`src/rtl/pipe_pkg.sv`:
```
// Shared types and constants for the five-stage pipeline register bank:
// the stage control bundle, forward-select encodings and the bubble value.
package pipe_pkg;

    typedef struct packed {
        logic       regwrite;
        logic       memtoreg;
        logic       memwrite;
        logic [2:0] alucontrol;
        logic       alusrc;
    } ctrl_t;

    localparam logic [1:0] FWD_RF  = 2'b00;
    localparam logic [1:0] FWD_WB  = 2'b01;
    localparam logic [1:0] FWD_MEM = 2'b10;

    localparam ctrl_t BUBBLE = '0;

endpackage

```
`src/rtl/pipe_flop.sv`:
```
// Generic stage register: async active-low reset to RST_VAL, enable, and a
// synchronous clear that only takes effect when the register is enabled.
module pipe_flop #(
    parameter int               WIDTH   = 32,
    parameter logic [WIDTH-1:0] RST_VAL = '0
) (
    input  logic             clk,
    input  logic             rst_n,
    input  logic             i_en,
    input  logic             i_clr,
    input  logic [WIDTH-1:0] i_d,
    output logic [WIDTH-1:0] o_q
);

    logic [WIDTH-1:0] r_q;

    // A stalled stage keeps its contents even if a clear arrives that cycle.
    always_ff @(posedge clk or negedge rst_n) begin
        if (!rst_n) begin
            r_q <= RST_VAL;
        end else if (i_en) begin
            r_q <= i_clr ? '0 : i_d;
        end
    end

    assign o_q = r_q;

endmodule

```
`src/rtl/pipeline_regs.sv`:
```
// Pipeline-register bank of the five-stage MIPS core: PC, IF/ID, ID/EX, EX/MEM,
// MEM/WB, plus execute-stage forwarding muxes and the writeback result mux.
module pipeline_regs
    import pipe_pkg::*;
#(
    parameter int           W        = 32,
    parameter logic [W-1:0] RESET_PC = '0
) (
    input  logic         clk,
    input  logic         rst_n,
    input  logic [W-1:0] pcnextF,
    input  logic [W-1:0] instrF,
    input  logic [W-1:0] pcplus4F,
    output logic [W-1:0] pcF,
    output logic [W-1:0] instrD,
    output logic [W-1:0] pcplus4D,
    input  logic         stallF,
    input  logic         stallD,
    input  logic         flushE,
    input  logic         pcsrcD,
    input  logic [6:0]   ctrlD,
    input  logic         regdstD,
    input  logic [W-1:0] rd1D,
    input  logic [W-1:0] rd2D,
    input  logic [W-1:0] signimmD,
    input  logic [4:0]   rsD,
    input  logic [4:0]   rtD,
    input  logic [4:0]   rdD,
    output logic [4:0]   rsE,
    output logic [4:0]   rtE,
    output logic [4:0]   writeregE,
    output logic         regwriteE,
    output logic         memtoregE,
    output logic [2:0]   alucontrolE,
    output logic         alusrcE,
    output logic [W-1:0] signimmE,
    input  logic [1:0]   forwardaE,
    input  logic [1:0]   forwardbE,
    output logic [W-1:0] srcaE,
    output logic [W-1:0] writedataE,
    input  logic [W-1:0] aluoutE,
    output logic [W-1:0] aluoutM,
    output logic [W-1:0] writedataM,
    output logic [4:0]   writeregM,
    output logic         regwriteM,
    output logic         memtoregM,
    output logic         memwriteM,
    input  logic [W-1:0] readdataM,
    output logic [W-1:0] resultW,
    output logic [4:0]   writeregW,
    output logic         regwriteW
);

    localparam int FD_W = 2 * W;
    localparam int DE_W = $bits(ctrl_t) + 1 + 3 * W + 15;
    localparam int EM_W = 3 + 2 * W + 5;
    localparam int MW_W = 2 + 2 * W + 5;

    logic [FD_W-1:0] w_fd_q;
    logic [DE_W-1:0] w_de_d, w_de_q;
    logic [EM_W-1:0] w_em_q;
    logic [MW_W-1:0] w_mw_q;
    ctrl_t           w_ctrl_in, w_ctrlE;
    logic            w_regdstE, w_memtoregW;
    logic [4:0]      w_rdE;
    logic [W-1:0]    w_rd1E, w_rd2E, w_aluoutW, w_readdataW;

    pipe_flop #(.WIDTH(W), .RST_VAL(RESET_PC)) u_pc (
        .clk(clk), .rst_n(rst_n), .i_en(~stallF), .i_clr(1'b0),
        .i_d(pcnextF), .o_q(pcF)
    );

    pipe_flop #(.WIDTH(FD_W)) u_ifid (
        .clk(clk), .rst_n(rst_n), .i_en(~stallD), .i_clr(pcsrcD),
        .i_d({instrF, pcplus4F}), .o_q(w_fd_q)
    );
    assign {instrD, pcplus4D} = w_fd_q;

    // ID/EX is never stalled; a load-use hazard holds F/D while E takes the bubble.
    assign w_ctrl_in = flushE ? BUBBLE : ctrl_t'(ctrlD);
    assign w_de_d    = {w_ctrl_in, regdstD, rd1D, rd2D, signimmD, rsD, rtD, rdD};

    pipe_flop #(.WIDTH(DE_W)) u_idex (
        .clk(clk), .rst_n(rst_n), .i_en(1'b1), .i_clr(flushE),
        .i_d(w_de_d), .o_q(w_de_q)
    );
    assign {w_ctrlE, w_regdstE, w_rd1E, w_rd2E, signimmE, rsE, rtE, w_rdE} = w_de_q;

    assign regwriteE   = w_ctrlE.regwrite;
    assign memtoregE   = w_ctrlE.memtoreg;
    assign alucontrolE = w_ctrlE.alucontrol;
    assign alusrcE     = w_ctrlE.alusrc;
    assign writeregE   = w_regdstE ? w_rdE : rtE;

    // FWD_RF and the reserved 2'b11 both pass the register-file operand.
    always_comb begin
        srcaE = w_rd1E;
        case (forwardaE)
            FWD_WB:  srcaE = resultW;
            FWD_MEM: srcaE = aluoutM;
            default: srcaE = w_rd1E;
        endcase
    end

    always_comb begin
        writedataE = w_rd2E;
        case (forwardbE)
            FWD_WB:  writedataE = resultW;
            FWD_MEM: writedataE = aluoutM;
            default: writedataE = w_rd2E;
        endcase
    end

    pipe_flop #(.WIDTH(EM_W)) u_exmem (
        .clk(clk), .rst_n(rst_n), .i_en(1'b1), .i_clr(1'b0),
        .i_d({regwriteE, memtoregE, w_ctrlE.memwrite, aluoutE, writedataE, writeregE}),
        .o_q(w_em_q)
    );
    assign {regwriteM, memtoregM, memwriteM, aluoutM, writedataM, writeregM} = w_em_q;

    pipe_flop #(.WIDTH(MW_W)) u_memwb (
        .clk(clk), .rst_n(rst_n), .i_en(1'b1), .i_clr(1'b0),
        .i_d({regwriteM, memtoregM, aluoutM, readdataM, writeregM}),
        .o_q(w_mw_q)
    );
    assign {regwriteW, w_memtoregW, w_aluoutW, w_readdataW, writeregW} = w_mw_q;

    assign resultW = w_memtoregW ? w_readdataW : w_aluoutW;

endmodule

```
`config.mk`:
```
export PLATFORM = sky130hd
export DESIGN_NAME = pipeline_regs
export DESIGN_NICKNAME = d
export VERILOG_FILES = /design/src/rtl/pipe_pkg.sv /design/src/rtl/pipe_flop.sv /design/src/rtl/pipeline_regs.sv
export SDC_FILE = /design/constraint.sdc
export NUM_CORES = 1
export LEC_CHECK = 0
export BUFFER_PORTS_ARGS = -buffer_cell sky130_fd_sc_hd__buf_2
export CORE_AREA = 2 2 239 241
export CTS_CLUSTER_DIAMETER = 150
export DETAILED_ROUTE_END_ITERATION = 8
export DIE_AREA = 0 0 241 243
export PLACE_DENSITY = 0.54
export SLEW_MARGIN = 20
export SYNTH_ARGS = -nofsm -noshare
export SYNTH_HDL_FRONTEND = slang
export SYNTH_HIERARCHICAL = 1
export SYNTH_SLANG_ARGS = --single-unit
```
`constraint.sdc`:
```
create_clock -name clk -period 1.7 [get_ports clk]
set_input_delay 0.34 -clock clk [delete_from_list [all_inputs] [get_ports clk]]
set_output_delay 0.34 -clock clk [all_outputs]
set_load 0.05 [all_outputs]
```
# ---- Word level (Yosys, flattened, before mapping)
# Cells that the tools add are included.
dict set report totals {
  ff_bits 358
  in_bits 289
  output_inout_bits 323
  elab_cells 15
}
dict set report classes {
  eq_ne 4
  n_mux 6
}
# op n
set ops {}
lappend ops {{$pmux 32 s2} 2}
lappend ops {{$mux 119} 1}
lappend ops {{$mux 64} 1}
lappend ops {{$mux 32} 1}
lappend ops {{$mux 5} 1}
lappend ops {{$eq 2x1->1 const B} 2}
lappend ops {{$eq 2x2->1 const B} 2}

# ---- Depth between registers and ports, before layout
# Gate-level depths: netlist (run 1).
dict set report depth {
  ltp_word 2
  depth_mapped 8
}

# ---- Cells and area by module
# Netlist (run 1), hierarchy kept.
# module n_inst cells_per_inst area_per_inst_um2 seq_area_each_um2
set modules_own_cells {}
lappend modules_own_cells {{pipe_flop (u_idex)} 1 515 5170.0 2977.9}
lappend modules_own_cells {{pipe_flop (u_exmem)} 1 311 3156.8 1801.7}
lappend modules_own_cells {{pipe_flop (u_memwb)} 1 306 3083.0 1776.7}
lappend modules_own_cells {{pipe_flop (u_ifid)} 1 276 2773.9 1601.5}
lappend modules_own_cells {pipeline_regs 1 312 2034.5 0.0}
lappend modules_own_cells {{pipe_flop (u_pc)} 1 138 1407.6 800.8}

# ---- Least setup slack after synthesis (run 1)
# No wires, ideal clock.
dict set report synth_timing {
  path_type {input port to output port}
  from {input port forwardbE[0]}
  to {output port writedataE[10]}
  t_arrival_ps 1889
  t_required_ps 1360
  slack_ps -529
  stages 5
  n_path_buf 1
  cell_sequence {inv_1 > ha_1 > nand2b_1 > clkbuf_1 > o211ai_1}
}
dict set report synth_between {
  elab_chain_len 2
  word_cells_on_any_way 3
}
# element line_no
set synth_rtl {}
lappend synth_rtl {{from (decl)} pipeline_regs.sv:38} ;# input logic [1:0] forwardbE,
lappend synth_rtl {{$eq 2x2->1 or $eq 2x1->1 (tied branches)} pipeline_regs.sv:107} ;# case (forwardbE)
lappend synth_rtl {{$pmux 32 s2 *} pipeline_regs.sv:107}
lappend synth_rtl {{to (decl)} pipeline_regs.sv:40} ;# output logic [W-1:0] writedataE,
# Every way passes the cells marked *; elsewhere a longest branch is shown, timed or not.

# ---- Worst setup path in the final report (run 1)
dict set report layout_timing {
  from {register u_memwb.r_q[69] (netlist: u_memwb/o_q[69])}
  to {output port writedataE[23]}
}
dict set report layout_between {
  elab_chain_len 2
}
# element line_no
set layout_rtl {}
lappend layout_rtl {{from (decl)} pipe_flop.sv:15} ;# logic [WIDTH-1:0] r_q;
lappend layout_rtl {{from (signal assigned)} pipe_flop.sv:22} ;# r_q <= i_clr ? '0 : i_d;
lappend layout_rtl {{$mux 32} pipeline_regs.sv:128} ;# assign resultW = w_memtoregW ? w_readdataW : w_aluoutW;
lappend layout_rtl {{$pmux 32 s2} pipeline_regs.sv:107}
# No other way between the ends.

==> impl_metrics.tcl, run 1 <==
set metrics [dict create \
    start_kind "flip-flop" \
    skew_ns 0.0152 \
    port_buffers 611 \
    fin_setup_tns_ns -55.91 \
    status "complete, but fails checks" \
    fill_cells 5480 \
    synth_top_family_by_area "simple AND/OR/NAND/NOR gates" \
    fin_ws_ns -0.749 \
    vias 16400 \
    synth_xor_area_share_pct 0 \
    rows 87 \
    ir_worst_vdd_mv 0.575 \
    area_growth_pct 46.1 \
    ctsLongestPathBuffers 3 \
    htree_levels 2 \
    firstDrtPassIters 5 \
    drc_errors 0 \
    post_dp_cell_area_mm2 0.0219 \
    leakage_nw 12.2 \
    drive_above_1_share_pct 32.2 \
    wl_um 67100 \
    clock-sinks 358 \
    synth_top_cell_by_area "dfrtp_1" \
    ys.flop_type "dfrtp_1" \
    crit_fanout 5 \
    yosysWarnings 6 \
    die_x_um 241 \
    synth_compound_area_share_pct 12.9 \
    synthCells 1858 \
    path_class "flip-flop to output port" \
    synth_simple_gate_area_share_pct 19.7 \
    syn_avg_cell_area_um2 9.49 \
    grt_pass1_vias 17000 \
    rsz0062_at_grt "true" \
    yosysMostFrequentCell "nand3b_1" \
    synth_cell_types 26 \
    die_area_mm2 0.0586 \
    fmax_mhz 408 \
    gp_congestion 0.856 \
    critPathCaptureType "output port" \
    ys_seq_elements 358 \
    avgRoutedWirePerCell_um 19.4 \
    nets 2955 \
    critPathRequiredTime_ns 1.36 \
    antenna_found_initial 16 \
    cts_tree "yes" \
    slew_viol_final 0 \
    post-route-period-util_pct 144 \
    yosys-top-cells-count "nand3b_1 (422), inv_1 (396), dfrtp_1 (358)" \
    antenna_left 0 \
    crit_chain "buf_6 > buf_12 > mux2i_4 > o211ai_1 > buf_4" \
    drtIter0Drc 976 \
    setup_violations 105 \
    cp.arrival_ns 2.11 \
    grt_pass1_wl_um 101000 \
    grt_max_degree 145 \
    place_hpwl_um 47500 \
    synth_top_area_share_pct 50.8 \
    cts_buffers 43 \
    violations "setup timing" \
    hold_viol 0 \
    min_period_ns 2.45 \
    synth_area_mm2 0.0176 \
    clk_pin_slew_ns 0.06 \
    overflow 0 \
    die_height_um 243 \
    synthAdderAreaFrac_pct 0.284 \
    max_cap_viol_count 0 \
    grtUsageTotal_pct 22.3 \
    synth_mux_area_share_pct 2.29 \
    critPathMaxStageDelay_ns 0.48 \
    initial_core_util_pct 31.5 \
    async_flop_share_pct 100 \
    synth_edf_count 0 \
    hp-class "input pin to flip-flop" \
    seq_area_frac_synth_pct 50.8 \
    crit_slowest_cell "dfrtp_2" \
    viasPerCell 4.74 \
    power_density_mw_per_mm2 998 \
    synth.area.top_cells "dfrtp_1 (51%), nand3b_1 (18%), inv_1 (8.4%), o21ai_0 (6.1%), o21ai_1 (4.1%)" \
    root_buffer "clkbuf_16" \
    design_area_mm2 0.0257 \
    coreArea_mm2 0.0560 \
    boundaryPins 612 \
    clk_latency_ns 0.57 \
]
final cells by class:
type	count	area (um2)	area share, %
antenna	10	25.0	0.0972
timing repair buffer	871	6250	24.3
sequential	358	8980	34.9
clock buffer	59	1240	4.81
multi-input combinational	992	6580	25.5
clock inverter	19	238	0.923
tap	756	946	3.67
inverter	396	1500	5.81
kinds of logic after synthesis:
group	after synthesis
buf+inv	540
simple gates	495
compound gates	422
flops	358
mux	37
fa+ha+maj	4
other cells	2
worst max-delay path: cells and delay by family, from the launching register on:
| kind | cells | cell delay (ns) |
|---|---|---|
| flip-flops | 1 | 0.48 |
| multiplexers | 1 | 0.20 |
| AO/OA/AOI/OAI | 1 | 0.29 |
| buffers and inverters | 3 | 0.56 |
sequential cells by signal, summed over array words and instances (netlist names):
name         cells
u_idex/o_q     119
u_exmem/o_q     72
u_memwb/o_q     71
u_pc/o_q        32
u_ifid/o_q      64
final timing paths:
check | startpoint | endpoint | slack, ns | cells past startpoint
setup / recovery | u_memwb/o_q[69]$_DFFE_PN0P_ | writedataE[23] | -0.75 | 5
hold / removal | readdataM[10] | u_memwb/o_q[15]$_DFFE_PN0P_ | 0.02 | 3
setup reg to reg | u_memwb/o_q[69]$_DFFE_PN0P_ | u_exmem/o_q[7]$_DFFE_PN0P_ | -0.11 | 9
hold reg to reg | u_pc/o_q[20]$_DFFE_PN0P_ | u_pc/o_q[20]$_DFFE_PN0P_ | 0.51 | 2
max in group asynchronous | rst_n | u_exmem/o_q[40]$_DFFE_PN0P_ | 0.74 | 3
min in group asynchronous | rst_n | u_exmem/o_q[26]$_DFFE_PN0P_ | 0.29 | 2
power breakdown:
part | total, mW | switching [mW] | internal, mW
Combinational | 6.37 | 4.23 | 2.13
Clock | 9.66 | 3.81 | 5.86
Sequential | 9.67 | 0.500 | 9.17
Total | 25.7 | 8.54 | 17.2
placed cells by master, fill, tap and decap left out, drive strengths merged:
cell type    instances
o211ai              64
bufinv               5
nand2b               2
inv                397
dfrtp              358
mux2                 5
dlygate4sd3        140
clkinvlp             1
clkinv              12
nor2b                7
ha                   4
conb                34
diode               10
clkbuf              63
mux2i               32
buf                727
nand3b             422
o21ai              358
nand2               64
layer usage:
layer | GRT usage, % | up-vias | share of wire, % | routed length, um
li1 | - | 7653 | - | -
met1 | 28.1 | 7988 | 42 | 27900
met2 | 37.1 | 642 | 48 | 32200
met3 | 6.06 | 123 | 7.6 | 5090
met4 | 6.92 | 14 | 2.8 | 1850
met5 | 0 | - | 0.14 | 92
metrics by stage:
| stage | power, mW | setup slack [ns] | hold WS [ns] | util [%] | std cells |
|---|---|---|---|---|---|
| 2_1_floorplan | 13.4 | -0.343 | 0.0444 | - | 1890 |
| 3_3_place_gp | 15.3 | -0.440 | 0.274 | 39.1 | 3214 |
| 3_5_place_dp | 15.3 | -0.456 | 0.274 | 39.1 | 3214 |
| 4_1_cts | 25.8 | -0.838 | 0.000141 | 45.5 | 3446 |
| 5_1_grt | 26.8 | -0.837 | 0.00830 | 46.0 | 3458 |
| 6_report | 25.7 | -0.749 | 0.0240 | 46.0 | 3461 |
what timing repair did:
| item | in CTS | in global routing |
|---|---|---|
| endpoints found under the hold margin | 156 | 1 |
| gates resized for setup | 212 | 62 |
| pin swaps | 28 | 23 |
| hold buffers | 139 | 1 |
| gates cloned | 1 | 0 |
| setup buffers | 15 | 14 |
| setup endpoints to repair | 124 | 119 |
Power figures use the tool's default switching activity.
==> run 2, diff against run 1 <==
- ABC_AREA: not set -> 1
- CORE_AREA: 2 2 239 241 -> 2 2 238 240
- DIE_AREA: 0 0 241 243 -> 0 0 240 242
- PLACE_DENSITY: 0.54 -> 0.53
==> impl_metrics.tcl, run 2 <==
set metrics [dict create \
    fill_cells 5278 \
    largest_reg_flops 119 \
    setup_violations 101 \
    fmax_mhz 451 \
    post_dp_cell_area_mm2 0.0217 \
    seq_area_mm2 0.00897 \
    post-route-period-util_pct 130 \
    overflow 0 \
    clk_latency_ns 0.56 \
    hold_start "pcnextF[24]" \
    min_period_ns 2.22 \
    synth_edf_count 0 \
    max_slew_margin_pct 62.5 \
    hp-class "input pin to flip-flop" \
    drive_above_1_share_pct 35.9 \
    layout_common_cells "nand2_1 (694), buf_2 (480), nand3_1 (361)" \
    final_common_cell "nand2_1" \
    syn_avg_cell_area_um2 8.43 \
    fin_ws_ns -0.515 \
    port_buffers 611 \
    yosysWarnings 6 \
    synth_xor_area_share_pct 0 \
    rows 87 \
    firstDrtPassIters 6 \
    coreArea_mm2 0.0557 \
    area_growth_pct 59.2 \
    ys.flop_type "dfrtp_1" \
    die_x_um 240 \
    grt_pass1_vias 18800 \
    antenna_found_initial 9 \
    design_area_mm2 0.0274 \
    multi_input_area_mm2 0.00825 \
    yosys-top-cells-count "nand2_1 (727), nand3_1 (422), dfrtp_1 (358)" \
    grt_pass1_wl_um 111000 \
    ir_worst_vdd_mv 0.659 \
    crit_chain "buf_8 > buf_12 > nand2_2 > nand3_1 > a21oi_4 > buf_6" \
    grtUsageTotal_pct 24.6 \
    synth_compound_area_share_pct 3.73 \
    synth_top_area_share_pct 52.1 \
    synth_simple_gate_area_share_pct 33.7 \
    r2r_start "u_memwb/o_q[69]$_DFFE_PN0P_" \
    critPathMaxStageDelay_ns 0.43 \
    drc_errors 0 \
    viasPerCell 4.86 \
    skew_ns 0.00891 \
    reg2reg_slack_ns 0.11 \
    start_kind "flip-flop" \
    path_delay_family "buffers and inverters" \
    synthCells 2037 \
    initial_core_util_pct 30.8 \
    cts_tree "yes" \
    clk_pin_slew_ns 0.06 \
    ctsLongestPathBuffers 3 \
    rsz0062_at_grt "true" \
    power_mw 27.3 \
    async_flop_share_pct 100 \
    critPathCaptureType "output port" \
    htree_levels 2 \
    slew_viol_final 0 \
    clock-sinks 358 \
    wl_um 72700 \
    boundaryPins 612 \
    min_path_cells 3 \
    place_hpwl_um 48500 \
    min_delay_worst_endpoint "u_pc/o_q[24]$_DFFE_PN0P_" \
    worstMarginPinSlew_ns 0.563 \
    nets 3170 \
    leakage_nw 14.2 \
    avgRoutedWirePerCell_um 19.8 \
    crit_buf_inv 3 \
    synthAdderAreaFrac_pct 0.291 \
    cp.arrival_ns 1.88 \
    path_class "flip-flop to output port" \
    crit_fanout 7 \
    gp_congestion 0.909 \
    root_buffer "clkbuf_16" \
    power_density_mw_per_mm2 998 \
    synth_cell_types 23 \
    cts_buffers 42 \
    max_cap_viol_count 0 \
    critPathRequiredTime_ns 1.36 \
    reg2regPathDepth 10 \
    synth_top_cell_by_area "dfrtp_1" \
    vias 17800 \
    violations "setup timing" \
    hold_viol 0 \
    status "complete, but fails checks" \
    seq_area_frac_synth_pct 52.1 \
    crit_slowest_cell "dfrtp_2" \
    synth_top_family_by_area "simple AND/OR/NAND/NOR gates" \
    yosysMostFrequentCell "nand2_1" \
    r2r-end "u_exmem/o_q[10]$_DFFE_PN0P_" \
    synth_mux_area_share_pct 0.328 \
    antenna_left 0 \
    synth_area_mm2 0.0172 \
    grt_max_degree 120 \
    die_area_mm2 0.0581 \
    ys_seq_elements 358 \
    die_height_um 242 \
    drtIter0Drc 1126 \
    synth.area.top_cells "dfrtp_1 (52%), nand2_1 (16%), nand3_1 (12%), a21oi_1 (3.7%), buf_6 (3.4%)" \
]
[run 2: cell types whose count changed after synthesis, moves of 27 or more]
cell,change
a21oi_1,+128
and2_1,+32
clkbuf_1,-39
inv_1,-315
mux2i_1,-27
nand2_1,+663
nand2_4,+30
nand3_1,+422
nand3b_1,-422
nor2_1,+71
o211ai_1,-62
o21ai_0,-215
o21ai_1,-143
[run 2: tightest hold or removal path: stages]
cell and delay (ns):
buf_2 0.07, nand3_1 0.08, nand2_1 0.07
[run 2: worst max path at each step]
stage	from	end	slack, ns	cells past startpoint
after floorplan	forwardbE[0]	writedataE[10]	-0.03	6
after global placement	forwardbE[0]	writedataE[5]	-0.39	8
after detailed placement	forwardbE[0]	writedataE[5]	-0.41	8
after CTS	u_memwb/o_q[69]$_DFFE_PN0P_	srcaE[29]	-0.54	7
after global routing	u_memwb/o_q[69]$_DFFE_PN0P_	writedataE[0]	-0.58	7
final	u_memwb/o_q[69]$_DFFE_PN0P_	srcaE[23]	-0.52	6
[run 2: logic make-up after synthesis]
group | count (synthesis)
fa+ha+maj | 4
flops | 358
buf+inv | 235
other cells | 2
mux | 5
compound gates | 128
simple gates | 1305
[run 2: per-stage QoR]
stage | utilization, % | setup slack (ns) | cells | setup TNS (ns) | hold slack (ns)
2_1_floorplan | - | -0.0323 | 2043 | -0.970 | 0.0444
3_3_place_gp | 38.9 | -0.389 | 3350 | -20.36 | 0.323
3_5_place_dp | 38.9 | -0.414 | 3350 | -21.70 | 0.325
4_1_cts | 48.6 | -0.542 | 3658 | -49.03 | 0.000649
5_1_grt | 49.1 | -0.577 | 3667 | -51.19 | 0.0223
6_report | 49.1 | -0.515 | 3668 | -44.28 | 0.0362
[run 2: what timing repair did]
action,4_1_cts,5_1_grt
hold buffers,221,0
pin swaps,57,18
gates resized for setup,430,42
gates cloned,2,0
hold endpoints to repair,249,0
setup endpoints to repair,129,109
buffers inserted,15,4
[run 2: per-layer routing]
layer	vias up	routed length [um]	track usage, %	share of wire, %
li1	8206	-	-	-
met2	815	36100	42.5	50
met4	4	2950	9.86	4.1
met3	169	5120	4.67	7.0
met5	-	14	0	0.019
met1	8624	28500	30.0	39
[run 2: layout make-up]
class | count | share of cell area, %
diodes | 7 | 0.0640
clock buffers | 57 | 4.50
clock inverters | 15 | 0.759
inverters | 90 | 1.39
multi-input cells | 1450 | 30.1
flip-flops and latches | 358 | 32.8
well taps | 756 | 3.46
repair buffers | 935 | 26.9
[run 2: power breakdown]
part	switching [mW]	total, mW	leakage (nW)	internal (mW)
registers	0.486	9.66	4.69	9.18
logic	5.34	8.04	8.81	2.70
clock network	3.78	9.59	0.716	5.82
total	9.60	27.3	14.2	17.7
